## config.mk

```make
export PLATFORM = sky130hd
export DESIGN_NAME = change_dispenser
export DESIGN_NICKNAME = d
export VERILOG_FILES = /design/src/rtl/vend_pkg.sv /design/src/rtl/dispense_timer.sv /design/src/rtl/change_dispenser.sv
export SDC_FILE = /design/constraint.sdc
export NUM_CORES = 1
export LEC_CHECK = 0
export CAP_MARGIN = 20
export CORE_AREA = 5 5 44 54
export CTS_CLUSTER_SIZE = 28
export DETAILED_ROUTE_END_ITERATION = 6
export DIE_AREA = 0 0 49 59
export GPL_TIMING_DRIVEN = 0
export PLACE_DENSITY = 0.77
export SYNTH_ARGS = -nofsm -noshare
export SYNTH_HDL_FRONTEND = slang
export SYNTH_SLANG_ARGS = --single-unit
```

## constraint.sdc

```tcl
create_clock -name clk_i -period 3.9 [get_ports clk_i]
set_clock_uncertainty 0.15 [all_clocks]
set_input_delay 0.39 -clock clk_i [delete_from_list [all_inputs] [get_ports clk_i]]
set_output_delay 0.39 -clock clk_i [all_outputs]
set_load 0.01 [all_outputs]
```

## src/rtl/vend_pkg.sv

```systemverilog
// Shared vending definitions: change codes and the dispenser state encoding.
package vend_pkg;

    // Change codes, as produced by the vending FSM
    localparam logic [2:0] CHG_0  = 3'b000;
    localparam logic [2:0] CHG_5  = 3'b001;
    localparam logic [2:0] CHG_10 = 3'b010;
    localparam logic [2:0] CHG_15 = 3'b011;
    localparam logic [2:0] CHG_20 = 3'b100;

    typedef enum logic [2:0] {
        StIdle,
        StSoda,
        StSodaGap,
        StDime,
        StDimeGap,
        StNickel,
        StNickelGap,
        StDone
    } disp_state_e;

    // Codes above 20c have no meaning and are dispensed as zero change
    function automatic logic code_valid(input logic [2:0] code);
        return code <= CHG_20;
    endfunction

endpackage

```

## src/rtl/dispense_timer.sv

```systemverilog
// Loadable down-counter that stops at 1 and flags the final cycle of a timed state.
module dispense_timer #(
    parameter int unsigned Width = 3
) (
    input  logic             clk,
    input  logic             rst_n,
    input  logic             load,
    input  logic [Width-1:0] load_val,
    output logic             last
);

    logic [Width-1:0] count_q;

    // Load on state entry, otherwise count down and hold at 1 so it never wraps
    always_ff @(posedge clk) begin
        if (!rst_n) begin
            count_q <= '0;
        end else if (load) begin
            count_q <= load_val;
        end else if (count_q > Width'(1)) begin
            count_q <= count_q - Width'(1);
        end
    end

    assign last = (count_q <= Width'(1));

endmodule

```

## src/rtl/change_dispenser.sv

```systemverilog
// Drives the soda motor and coin ejectors for each vend event, with one pending slot.
module change_dispenser
    import vend_pkg::*;
#(
    parameter int unsigned PULSE_CYCLES = 4,
    parameter int unsigned GAP_CYCLES   = 2
) (
    input  logic       clk_i,
    input  logic       rst_ni,
    input  logic       soda_i,
    input  logic [2:0] change_i,
    output logic       soda_motor_o,
    output logic       dime_eject_o,
    output logic       nickel_eject_o,
    output logic       busy_o,
    output logic       done_o,
    output logic       fault_o
);

    localparam int unsigned MaxCycles = (PULSE_CYCLES > GAP_CYCLES) ? PULSE_CYCLES : GAP_CYCLES;
    localparam int unsigned TimerW    = $clog2(MaxCycles + 1);

    disp_state_e       state_q, state_d;
    logic [1:0]        act_dimes_q;
    logic              act_nickel_q;
    logic              pend_valid_q;
    logic [2:0]        pend_code_q;
    logic              fault_q;

    logic [2:0]        event_code;
    logic              event_bad;
    logic              timer_load;
    logic [TimerW-1:0] timer_val;
    logic              timer_last;

    assign event_code = code_valid(change_i) ? change_i : CHG_0;
    assign event_bad  = soda_i && !code_valid(change_i);

    // Next-state selection; timed states exit on the timer's last cycle
    always_comb begin
        state_d = state_q;
        case (state_q)
            StIdle: begin
                if (soda_i) state_d = StSoda;
            end
            StSoda: begin
                if (timer_last) state_d = StSodaGap;
            end
            StSodaGap: begin
                if (timer_last) begin
                    if (act_dimes_q != 2'd0)  state_d = StDime;
                    else if (act_nickel_q)    state_d = StNickel;
                    else                      state_d = StDone;
                end
            end
            StDime: begin
                if (timer_last) state_d = StDimeGap;
            end
            StDimeGap: begin
                // Count is decremented on this exit, so 1 means the last dime
                if (timer_last) begin
                    if (act_dimes_q != 2'd1)  state_d = StDime;
                    else if (act_nickel_q)    state_d = StNickel;
                    else                      state_d = StDone;
                end
            end
            StNickel: begin
                if (timer_last) state_d = StNickelGap;
            end
            StNickelGap: begin
                if (timer_last) state_d = StDone;
            end
            StDone: begin
                state_d = (pend_valid_q || soda_i) ? StSoda : StIdle;
            end
            default: state_d = StIdle;
        endcase
    end

    // Every timed state is entered from a different state, so a change means entry
    always_comb begin
        timer_load = (state_d != state_q);
        case (state_d)
            StSodaGap, StDimeGap, StNickelGap: timer_val = TimerW'(GAP_CYCLES);
            default:                           timer_val = TimerW'(PULSE_CYCLES);
        endcase
    end

    dispense_timer #(
        .Width (TimerW)
    ) u_timer (
        .clk      (clk_i),
        .rst_n    (rst_ni),
        .load     (timer_load),
        .load_val (timer_val),
        .last     (timer_last)
    );

    // State, active vend, pending slot and fault pulse
    always_ff @(posedge clk_i) begin
        if (!rst_ni) begin
            state_q      <= StIdle;
            act_dimes_q  <= 2'd0;
            act_nickel_q <= 1'b0;
            pend_valid_q <= 1'b0;
            pend_code_q  <= CHG_0;
            fault_q      <= 1'b0;
        end else begin
            state_q <= state_d;
            fault_q <= 1'b0;
            if (state_q == StIdle) begin
                if (soda_i) begin
                    act_dimes_q  <= event_code[2:1];
                    act_nickel_q <= event_code[0];
                    fault_q      <= event_bad;
                end
            end else if (state_q == StDone) begin
                if (pend_valid_q) begin
                    // Promote pending; a same-cycle event refills the freed slot
                    act_dimes_q  <= pend_code_q[2:1];
                    act_nickel_q <= pend_code_q[0];
                    pend_valid_q <= soda_i;
                    if (soda_i) pend_code_q <= event_code;
                    fault_q      <= event_bad;
                end else if (soda_i) begin
                    act_dimes_q  <= event_code[2:1];
                    act_nickel_q <= event_code[0];
                    fault_q      <= event_bad;
                end
            end else begin
                if (soda_i) begin
                    if (!pend_valid_q) begin
                        pend_valid_q <= 1'b1;
                        pend_code_q  <= event_code;
                        fault_q      <= event_bad;
                    end else begin
                        fault_q      <= 1'b1;
                    end
                end
                if (state_q == StDimeGap && timer_last) begin
                    act_dimes_q <= act_dimes_q - 2'd1;
                end
            end
        end
    end

    assign soda_motor_o   = (state_q == StSoda);
    assign dime_eject_o   = (state_q == StDime);
    assign nickel_eject_o = (state_q == StNickel);
    assign busy_o         = (state_q != StIdle);
    assign done_o         = (state_q == StDone);
    assign fault_o        = fault_q;

endmodule

```

; Word level (Yosys, flattened, before mapping)
; Cells that the tools add are included.
[op_classes]
eq_ne = 15
mux = 39
n_bitwise = 1
n_reduce_logical = 14
div_mod_pow = 0
add_sub_neg = 2
n_mul = 0
shifts = 0
n_lt_le_gt_ge = 3
[op_table]
columns = op, count
row1 = 2-to-1 mux 3 bit, 18
row2 = case mux 3 bit (8 select lines), 1
row3 = "equality test 3 bit, second input constant", 6
row4 = 2-to-1 mux 1 bit, 14
row5 = 2-to-1 mux 2 bit, 6
row6 = "equality test 3 x 2 -> 1 bit, second input constant", 3
row7 = nonzero test 2 bit, 4
row8 = nonzero test 3 bit, 2
row9 = AND reduction 5 bit, 1
row10 = "inequality test 2 x 1 -> 1 bit, second input constant", 2
row11 = "inequality test 2 bit, second input constant", 2
row12 = "equality test 3 x 1 -> 1 bit, second input constant", 1
row13 = "> comparator 3 x 1 -> 1 bit, second input constant", 1
row14 = "<= comparator 3 x 1 -> 1 bit, second input constant", 1
row15 = "<= comparator 3 bit, second input constant", 1
row16 = logical NOT 3 bit, 1
row17 = inequality test 3 bit, 1
row18 = OR reduction 3 bit, 1
row19 = "subtractor 3 x 1 -> 3 bit, second input constant", 1
row20 = logical AND 1 bit, 2
row21 = AND reduction 2 bit, 1
row22 = "subtractor 2 x 1 -> 2 bit, second input constant", 1
row23 = logical NOT 1 bit, 1
row24 = logical OR 1 bit, 1
row25 = NOT 1 bit, 1
[totals]
n_memories = 0
mem_bits_rw = 0
latch_bits = 0
rom_bits = 0
in_bits = 6
reg_bits = 14
elab_cells = 81

; Depth between registers and ports, before layout
; Gate-level depths: netlist of run 1.
[logic_depth]
depth_word = 8
depth_mapped = 7
mapped_depth_nobuf = 6

; Cells and area by module
; A second synthesis of run 1 with hierarchy kept.
[unflattened]
hier_cells = 125
hier_area_um2 = 1037.2
[modules_own_cells]
columns = module, instances, seq_area_each_um2, area_per_inst_um2, cells_per_inst
row1 = change_dispenser, 1, 220.2, 830.8, 100
row2 = dispense_timer, 1, 60.1, 206.4, 25

; Worst setup path before layout of run 1
; OpenSTA, ideal clock, no wires.
[synth_path]
path_type = flip-flop to flip-flop
from = register u_timer.count_q[1]
to = register u_timer.count_q[2]
stages_incl_launch_ff = 8
t_required_ns = 3.617
period_less_slack_ns = 1.728
t_arrival_ns = 1.446
path_slack_ns = 2.172
cell_sequence = dfxtp_1 -> inv_1 -> ha_1 -> o21bai_2 -> and2_1 -> buf_2 -> o311ai_1 -> mux2i_1
[synth_between]
elab_chain_cells = 7
word_cells_on_any_way = 19
classes_between = add/sub (1) / order compare (2) / eq/ne (4) / mux (10) / reduce/logical (2)
[synth_lines]
columns = item, line_no
row1 = from (decl), dispense_timer.sv:12  ; logic [Width-1:0] count_q;
row2 = from (signal assigned), dispense_timer.sv:19  ; count_q <= load_val;
row3 = from (signal assigned), dispense_timer.sv:21  ; count_q <= count_q - Width'(1);
row4 = <= comparator 3 x 1 -> 1 bit, dispense_timer.sv:25  ; assign last = (count_q <= Width'(1));
row5 = "2-to-1 mux 3 bit, or another cell as far along", change_dispenser.sv:71  ; if (timer_last) state_d = StDone;
row6 = case mux 3 bit (8 select lines), change_dispenser.sv:42  ; case (state_q)
row7 = equality test 3 x 2 -> 1 bit or equality test 3 bit (tied branches), change_dispenser.sv:83  ; case (state_d)
row8 = OR reduction 3 bit, change_dispenser.sv:83
row9 = 2-to-1 mux 3 bit, change_dispenser.sv:83
row10 = 2-to-1 mux 3 bit, dispense_timer.sv:18  ; end else if (load) begin
; Parallel ways exist; a longest one is shown, timed or not. The select of a mux whose other input is x is not followed.
; A chain may end at the register's enable or synchronous reset.

; Worst setup path in the final report of run 1
[layout_path]
from = register state_q[0]
to = output dime_eject_o
[layout_between]
elab_chain_cells = 1
[layout_lines]
columns = item, line_no
row1 = from (decl), change_dispenser.sv:23  ; disp_state_e state_q, state_d;
row2 = from (signal assigned), change_dispenser.sv:102  ; state_q <= StIdle;
row3 = from (signal assigned), change_dispenser.sv:109  ; state_q <= state_d;
row4 = equality test 3 x 2 -> 1 bit, change_dispenser.sv:148  ; assign dime_eject_o = (state_q == StDime);
row5 = to (decl), change_dispenser.sv:13  ; output logic dime_eject_o,
; Every way passes these cells.

==> impl_metrics.toml, run 1 <==
[synthesis]
synth_seq_cells = 14
syn_inst = 121
synth_top_area_frac = 0.295
async_flop_share = 0
yosysMostFrequentCell = "dfxtp_1"
ys_seq_area_frac = 0.295
synth.area.top_cells = "dfxtp_1 (30%), ha_1 (5.3%), o21ai_0 (4.2%), nor2_1 (4.0%), a21oi_1 (3.7%)"
synth_cell_types = 44
synth_nets = 131
yosysTopAreaCell = "dfxtp_1"
ys_warn_count = 0
syn-mean-instance-area_sq_um = 7.85
synth_commonest_cells = "dfxtp_1 (14), nor2_1 (10), inv_1 (9), nand2_1 (8), o21ai_0 (8)"
synth_edf_count = 0
ys.flop_type = "dfxtp_1"
netlist_area_sq_um = 950

[global_route]
grt_pass1_vias = 815
antenna_found_initial = 0
grt_usage = 0.161
grt_max_degree = 11
overflow = 0
grt_pass1_wl_um = 3710

[die]
start_util = 0.532
die_area_sq_um = 2890
die_w_um = 49
row_count = 17
ios = 12
core_area_sq_um = 1790
die_h_um = 59

[routing]
antenna_left = 0
drc_errors = 0
num_vias = 904
dr.pass1.iters = 4
finalWirelength_um = 2220
wire_per_inst_um = 14.4
drt_iter0_markers = 18
via_per_inst = 5.87

[clock_network]
cts_buffer_depth = 2
cts_tree = "built"
cts_buffers = 3
ctsHoldBuffers = 0
worstSkewPairLatency_ns = 0.28
path_clk_slew_ns = 0.08
cts.sinks = 14
cts_setup_buffers = 0
post_cts_resized = 0
cts-root-buf = "clkbuf_4"
h-tree-depth = 1

[setup_path]
crit_buf_inv = 2
critPathKind = "register to output pin"
start_kind = "register"
slowest_stage = "clkdlybuf4s50_1"
crit_chain = "buf_2, and3_1, clkdlybuf4s50_1"
arrival_ns = 1.73
crit_family = "buffers and inverters"
crit_path_max_incr_delay_ns = 0.54
worstPathMaxFanout = 10
cp-end-kind = "output pin"
required_ns = 3.36

[flow_run]
max_cap_viol_count = 0

[timing]
timing.final.ws_setup_ns = 1.63
setup_viol = 0
maxSlewHeadroom = 0.697
fin_crit_sh = 0.582
finalHoldViolations = 0
fmax_mhz = 440
rsz0062_at_grt = "false"
fin_tns_setup_ns = 0
period_needed_ns = 2.27
maxSlewViolCount = 0
worst_slew_pin_slew_ns = 0.447

[place]
gp_congestion = 0.846
post_dp_cell_area_sq_um = 1080
placed_cells = 151
dp_hpwl_um = 1740
place.port_buffers = 11
post-place-ws_ns = 1.80

[layout]
final_nets = 147
design_area_sq_um = 1110
instances_no_fill = 154
regArea_sq_um = 280
drive_above_1_share = 0.141
multi_input_area_sq_um = 584
antenna_cells = 0
area_growth_pct = 16.5
fillers = 174

[hold_path]
hold_path_class = "register to register"

[run_status]
outcome = "completed"

[power_and_ir_drop]
vdd_drop_max_mv = 0.337
power.total_w = 0.000770
p_per_area_nw_per_um2 = 696
power.leakage_nw = 0.427
## cells in the final DEF, fill, tap and decap left out, types with 3 or more instances in the layout
cell type / instances
mux2i_1: 3
dfxtp_1: 14
and3_1: 3
inv_2: 3
inv_1: 9
buf_2: 5
a31oi_1: 3
a21oi_1: 7
clkdlybuf4s50_1: 11
nor2_1: 10
nand4_1: 3
clkbuf_4: 3
o21ai_0: 8
nor2b_1: 3
nand2_1: 8
ha_1: 4
o21ai_1: 3
## report_power, final
| group | internal, W | switching [W] |
|---|---|---|
| clock | 0.0000358 | 0.0000465 |
| combinational | 0.000201 | 0.000272 |
| sequential | 0.000182 | 0.0000332 |
| total | 0.000419 | 0.000352 |
## cell families after synthesis
group / count (synthesis) / synth area share
muxes: 5 / 0.0553
DFF: 14 / 0.295
AOI/OAI and AO/OA: 38 / 0.271
buffers and inverters: 20 / 0.0896
and+or+nand+nor: 39 / 0.227
xor gates and xnor gates: 1 / 0.00922
adders and majority gates: 4 / 0.0527
## per-layer routing
metal | GRT usage | wire (um) | vias up
met5 | 0 | 0 | -
met4 | 0.0500 | 21 | 0
met3 | 0.0252 | 60 | 4
met2 | 0.284 | 1150 | 10
met1 | 0.200 | 988 | 430
li1 | - | - | 460
## through the flow
step                       util  hold slack (ns)
after CTS                 0.619            0.310
after detailed placement  0.606            0.298
after global placement    0.606            0.289
after floorplan               -            0.278
final                     0.619            0.307
after global routing      0.619            0.345
## flip-flops by register name, summed over array words and instances (netlist names)
| signal | cells |
|---|---|
| pend_code_q | 3 |
| pend_valid_q | 1 |
| state_q | 3 |
| act_nickel_q | 1 |
| fault_o | 1 |
| act_dimes_q | 2 |
| u_timer.count_q | 3 |
## final cells by class
class,count,share of cell area
multi-input cells,87,0.528
inverters,13,0.0441
repair buffers,11,0.0995
flip-flops and latches,14,0.253
well taps,19,0.0215
plain buffers,7,0.0328
clock buffers,3,0.0204
## worst register-to-register path: stages (launching register included)
cell	delay [ns]
dfxtp_1	0.35
inv_1	0.08
ha_1	0.20
o21bai_2	0.23
and2_1	0.17
buf_2	0.17
o311ai_1	0.42
mux2i_1	0.12
## worst paths after layout
path | slack [ns] | to | cells after the start | startpoint
worst max register to register | 1.89 | u_timer.count_q[2]$_SDFFE_PN0P_ | 7 | u_timer.count_q[1]$_SDFFE_PN0P_
worst max-delay path | 1.63 | dime_eject_o | 3 | state_q[0]$_SDFF_PN0_
worst min-delay path | 0.31 | pend_code_q[0]$_SDFFE_PN0P_ | 2 | pend_code_q[0]$_SDFFE_PN0P_
worst min register to register | 0.31 | pend_code_q[0]$_SDFFE_PN0P_ | 2 | pend_code_q[0]$_SDFFE_PN0P_
Power figures use the tool's default switching activity.
==> inputs of run 2 (changes only) <==
--- a/config.mk
+++ b/config.mk
@@ -6,12 +6,12 @@
 export NUM_CORES = 1
 export LEC_CHECK = 0
 export CAP_MARGIN = 20
-export CORE_AREA = 5 5 44 54
+export CORE_AREA = 5 5 45 55
 export CTS_CLUSTER_SIZE = 28
 export DETAILED_ROUTE_END_ITERATION = 6
-export DIE_AREA = 0 0 49 59
+export DIE_AREA = 0 0 50 60
 export GPL_TIMING_DRIVEN = 0
-export PLACE_DENSITY = 0.77
+export PLACE_DENSITY = 0.74
 export SYNTH_ARGS = -nofsm -noshare
 export SYNTH_HDL_FRONTEND = slang
 export SYNTH_SLANG_ARGS = --single-unit
==> constraint.sdc (replaced) <==
create_clock -name clk_i -period 2.3 [get_ports clk_i]
set_clock_uncertainty 0.15 [all_clocks]
set_input_delay 0.23 -clock clk_i [delete_from_list [all_inputs] [get_ports clk_i]]
set_output_delay 0.23 -clock clk_i [all_outputs]
set_load 0.01 [all_outputs]
==> impl_metrics.toml, run 2 (same netlist as run 1, synthesis figures left out) <==
[run_status]
outcome = "completed"

[global_route]
overflow = 0
grt_use_met1 = 0.203
grt-busiest-layer = "met2"
grt_usage = 0.173
grt_pass1_wl_um = 3970
grt_pass1_vias = 891
grt_max_degree = 11
grt_util_met2 = 0.298
grtUsageMet3 = 0.0249
antenna_found_initial = 0

[die]
core_area_sq_um = 1940
ios = 12
start_util = 0.490
die_h_um = 60
die_w_um = 50
row_count = 18
die_area_sq_um = 3000

[timing]
maxSlewViolCount = 0
fmax_mhz = 470
maxSlewHeadroom = 0.689
period_needed_ns = 2.13
worst_slew_pin_slew_ns = 0.466
fin_tns_setup_ns = 0
setup_viol = 0
fin_crit_sh = 0.925
rsz0062_at_grt = "false"
timing.final.ws_setup_ns = 0.171
finalHoldViolations = 0

[clock_network]
cts-root-buf = "clkbuf_4"
cts_setup_buffers = 0
post_cts_resized = 0
cts_buffer_depth = 2
ctsHoldBuffers = 0
cts.sinks = 14
worstSkewPairLatency_ns = 0.29
h-tree-depth = 1
cts_buffers = 3
cts_tree = "built"
path_clk_slew_ns = 0.09

[setup_path]
rr_worst_depth = 7
arrival_ns = 1.75
r2r_end = "u_timer.count_q[2]$_SDFFE_PN0P_"
reg2reg_from = "u_timer.count_q[1]$_SDFFE_PN0P_"
start_kind = "register"
worstSetupStartpoint = "state_q[0]$_SDFF_PN0_"
cp-end-kind = "output pin"
critPathKind = "register to output pin"
worstPathMaxFanout = 10
required_ns = 1.92
endpoint = "dime_eject_o"
r2r_slack_ns = 0.34

[layout]
final_util = 0.579
drive_above_1_share = 0.147
final_cell_mix = "dfxtp_1 (14), clkdlybuf4s50_1 (11), nor2_1 (10), inv_1 (9)"
area_growth_pct = 18.1
design_area_sq_um = 1120
antenna_cells = 0
instances_no_fill = 156
final_nets = 147
layout_commonest_cell = "dfxtp_1"
reg_top3 = "pend_code_q (3), state_q (3), u_timer.count_q (3)"

[power_and_ir_drop]
p_seq_frac = 0.268
p_per_area_nw_per_um2 = 1210
swShare = 0.452
power.leakage_nw = 0.434
combPwrFrac = 0.594
power_switching_w = 0.000615
power.share.clock = 0.137
intPower_w = 0.000745
vdd_drop_max_mv = 0.838

[flow_run]
max_cap_viol_count = 0

[place]
placed_cells = 152
dp_hpwl_um = 1720
place.port_buffers = 11
post-place-ws_ns = 0.344
gp_congestion = 0.843
post_dp_cell_area_sq_um = 1080

[routing]
finalWirelength_um = 2370
drt_iter0_markers = 25
drc_errors = 0
dr.pass1.iters = 4
wire_per_inst_um = 15.2
num_vias = 924
antenna_left = 0
via_per_inst = 5.92

[hold_path]
hold_path_class = "register to register"
run 2: metrics by stage:
step	total power, W	hold slack, ns
floorplan	0.000941	0.220
global route	0.00146	0.347
detailed placement	0.00117	0.311
global placement	0.00114	0.288
finish	0.00136	0.313
CTS	0.00136	0.323
run 2: power groups by stage:
stage	combinational, W	sequential (W)	clock (W)
6_report	0.000808	0.000365	0.000187
5_1_grt	0.000891	0.000374	0.000198
4_1_cts	0.000808	0.000365	0.000185
3_5_place_dp	0.000795	0.000370	0
3_3_place_gp	0.000769	0.000366	0
2_1_floorplan	0.000584	0.000357	0
run 2: area by class of cell:
| type | instances | area, sq um |
|---|---|---|
| Inverter | 13 | 48.8 |
| Timing Repair Buffer | 11 | 110 |
| Clock buffer | 4 | 36.3 |
| Multi-Input combinational cell | 87 | 584 |
| Sequential cell | 14 | 280 |
| Tap cell | 20 | 25.0 |
| Fill cell | 192 | 816 |
| Buffer | 7 | 36.3 |
run 2: how the worst min path moves through the flow:
| stage | from | to | depth (start not counted) |
|---|---|---|---|
| floorplan | soda_i | pend_valid_q$_SDFFE_PN0P_ | 2 |
| global placement | pend_code_q[0]$_SDFFE_PN0P_ | pend_code_q[0]$_SDFFE_PN0P_ | 2 |
| detailed placement | pend_code_q[0]$_SDFFE_PN0P_ | pend_code_q[0]$_SDFFE_PN0P_ | 2 |
| CTS | pend_code_q[2]$_SDFFE_PN0P_ | pend_code_q[2]$_SDFFE_PN0P_ | 2 |
| global route | pend_code_q[0]$_SDFFE_PN0P_ | pend_code_q[0]$_SDFFE_PN0P_ | 2 |
| finish | pend_code_q[0]$_SDFFE_PN0P_ | pend_code_q[0]$_SDFFE_PN0P_ | 2 |
run 2: worst max-delay path, cell delays in order, from the launching register on:
cell             delay (ns)
dfxtp_1                0.48
buf_2                  0.28
and3_1                 0.18
clkdlybuf4s50_1        0.53
run 2: layer usage:
layer  part of all wire  vias to the layer above  wire (um)
met2               0.50                       27       1180
met5                  0                        -          0
li1                   -                      460          -
met1               0.42                      428       1000
met3              0.044                        9        105
met4              0.034                        0         81
==> inputs of run 3 (changes only) <==
--- a/config.mk
+++ b/config.mk
@@ -6,12 +6,12 @@
 export NUM_CORES = 1
 export LEC_CHECK = 0
 export CAP_MARGIN = 20
-export CORE_AREA = 5 5 45 55
+export CORE_AREA = 5 5 48 58
 export CTS_CLUSTER_SIZE = 28
 export DETAILED_ROUTE_END_ITERATION = 6
-export DIE_AREA = 0 0 50 60
+export DIE_AREA = 0 0 53 63
 export GPL_TIMING_DRIVEN = 0
-export PLACE_DENSITY = 0.74
+export PLACE_DENSITY = 0.66
 export SYNTH_ARGS = -nofsm -noshare
 export SYNTH_HDL_FRONTEND = slang
 export SYNTH_SLANG_ARGS = --single-unit
==> impl_metrics.toml, run 3 (same netlist as run 1, synthesis figures left out) <==
[place]
gp_congestion = 0.836
place.port_buffers = 11
dp_hpwl_um = 1720

[global_route]
grtUsageMet3 = 0.0215
grt_util_met2 = 0.234
grt_pass1_wl_um = 3850
grt_pass1_vias = 879
grt_use_met1 = 0.198
grt_usage = 0.152
grt-busiest-layer = "met2"
antenna_found_initial = 0
grt_max_degree = 11
overflow = 0

[flow_run]
max_cap_viol_count = 0

[power_and_ir_drop]
power_switching_w = 0.000600
swShare = 0.446
p_seq_frac = 0.272
combPwrFrac = 0.592
intPower_w = 0.000746
vdd_drop_max_mv = 0.602
power.share.clock = 0.136
power.total_w = 0.00135
power.leakage_nw = 0.434
p_per_area_nw_per_um2 = 1190

[routing]
antenna_left = 0
finalWirelength_um = 2300
drt_iter0_markers = 24
drc_errors = 0
via_per_inst = 5.43
wire_per_inst_um = 13.8
num_vias = 907
dr.pass1.iters = 5

[timing]
fin_tns_setup_ns = 0
period_needed_ns = 2.10
maxSlewHeadroom = 0.697
setup_viol = 0
maxSlewViolCount = 0
worst_slew_pin_slew_ns = 0.454
finalHoldViolations = 0
fin_crit_sh = 0.915
fmax_mhz = 475
rsz0062_at_grt = "false"

[clock_network]
post_cts_resized = 0
cts-root-buf = "clkbuf_4"
ctsHoldBuffers = 0
cts_setup_buffers = 0
cts_buffer_depth = 2
worstSkewPairLatency_ns = 0.29
path_clk_slew_ns = 0.10
h-tree-depth = 1
cts.sinks = 14
cts_buffers = 3
cts_tree = "built"

[setup_path]
start_kind = "register"
r2r_slack_ns = 0.28
r2r_end = "u_timer.count_q[2]$_SDFFE_PN0P_"
crit_buf_inv = 2
crit_chain = "buf_2, and3_1, clkdlybuf4s50_1"
crit_family = "buffers and inverters"
crit_path_max_incr_delay_ns = 0.53
reg2reg_from = "u_timer.count_q[1]$_SDFFE_PN0P_"
endpoint = "dime_eject_o"
worstSetupStartpoint = "state_q[0]$_SDFF_PN0_"
cp.depth = 3
slowest_stage = "clkdlybuf4s50_1"
worstPathMaxFanout = 10
required_ns = 1.92
arrival_ns = 1.72
rr_worst_depth = 7
critPathKind = "register to output pin"
cp-end-kind = "output pin"

[run_status]
outcome = "completed"

[die]
start_util = 0.430
ios = 12
row_count = 19
core_area_sq_um = 2210
die_area_sq_um = 3340
die_w_um = 53
die_h_um = 63

[layout]
final_cell_mix = "dfxtp_1 (14), clkdlybuf4s50_1 (11), nor2_1 (10), inv_1 (9)"
antenna_cells = 0
final_nets = 147
area_growth_pct = 19.5
layout_commonest_cell = "dfxtp_1"
drive_above_1_share = 0.147
reg_top3 = "pend_code_q (3), state_q (3), u_timer.count_q (3)"

[hold_path]
hold_path_class = "register to register"
==> run 3: cell counts in the layout (fill, tap and decap cells not counted) <==
Identical to the previous run, type by type.
==> run 3: worst min path at each step <==
stage | from | to | slack, ns | depth (start not counted)
2_1_floorplan | soda_i | pend_valid_q$_SDFFE_PN0P_ | 0.22 | 2
3_3_place_gp | pend_code_q[0]$_SDFFE_PN0P_ | pend_code_q[0]$_SDFFE_PN0P_ | 0.29 | 2
5_1_grt | pend_code_q[0]$_SDFFE_PN0P_ | pend_code_q[0]$_SDFFE_PN0P_ | 0.32 | 2
3_5_place_dp | pend_code_q[0]$_SDFFE_PN0P_ | pend_code_q[0]$_SDFFE_PN0P_ | 0.30 | 2
6_report | pend_code_q[0]$_SDFFE_PN0P_ | pend_code_q[0]$_SDFFE_PN0P_ | 0.31 | 2
4_1_cts | pend_code_q[0]$_SDFFE_PN0P_ | pend_code_q[0]$_SDFFE_PN0P_ | 0.31 | 2
==> run 3: worst reg2reg max path, cell delays in order (launching register included) <==
cell and delay (ns):
dfxtp_1 0.36, inv_1 0.08, ha_1 0.21, o21bai_2 0.24, and2_1 0.17, buf_2 0.17, o311ai_1 0.40, mux2i_1 0.13
==> run 3: stage by stage <==
stage          utilization  setup slack [ns]  instances  hold slack (ns)  instance area [sq um]
5_1_grt              0.513            0.0832        167            0.321                   1130
4_1_cts              0.513             0.198        167            0.309                   1130
2_1_floorplan            -             0.572        121            0.220                    950
3_3_place_gp         0.497             0.359        163            0.290                   1100
3_5_place_dp         0.497             0.298        163            0.296                   1100
6_report             0.513             0.196        167            0.308                   1130
==> run 3: area by class of cell <==
class | instances | area, sq um
tap | 31 | 38.8
multi-input combinational | 87 | 584
sequential | 14 | 280
inverter | 13 | 48.8
buffer | 7 | 36.3
fill | 229 | 1080
clock buffer | 4 | 36.3
timing repair buffer | 11 | 110
==> run 3: per-layer routing <==
layer / up-vias / wire [um]
li1: 462 / -
met1: 399 / 1000
met2: 38 / 1120
met3: 8 / 106
met4: 0 / 70
met5: - / 0
==> run 3: power groups by stage <==
stage               Sequential (W)  Clock (W)  Combinational (W)
finish                    0.000367   0.000183           0.000797
global route              0.000376   0.000191           0.000885
CTS                       0.000365   0.000185           0.000799
detailed placement        0.000370          0           0.000789
global placement          0.000367          0           0.000769
floorplan                 0.000357          0           0.000584
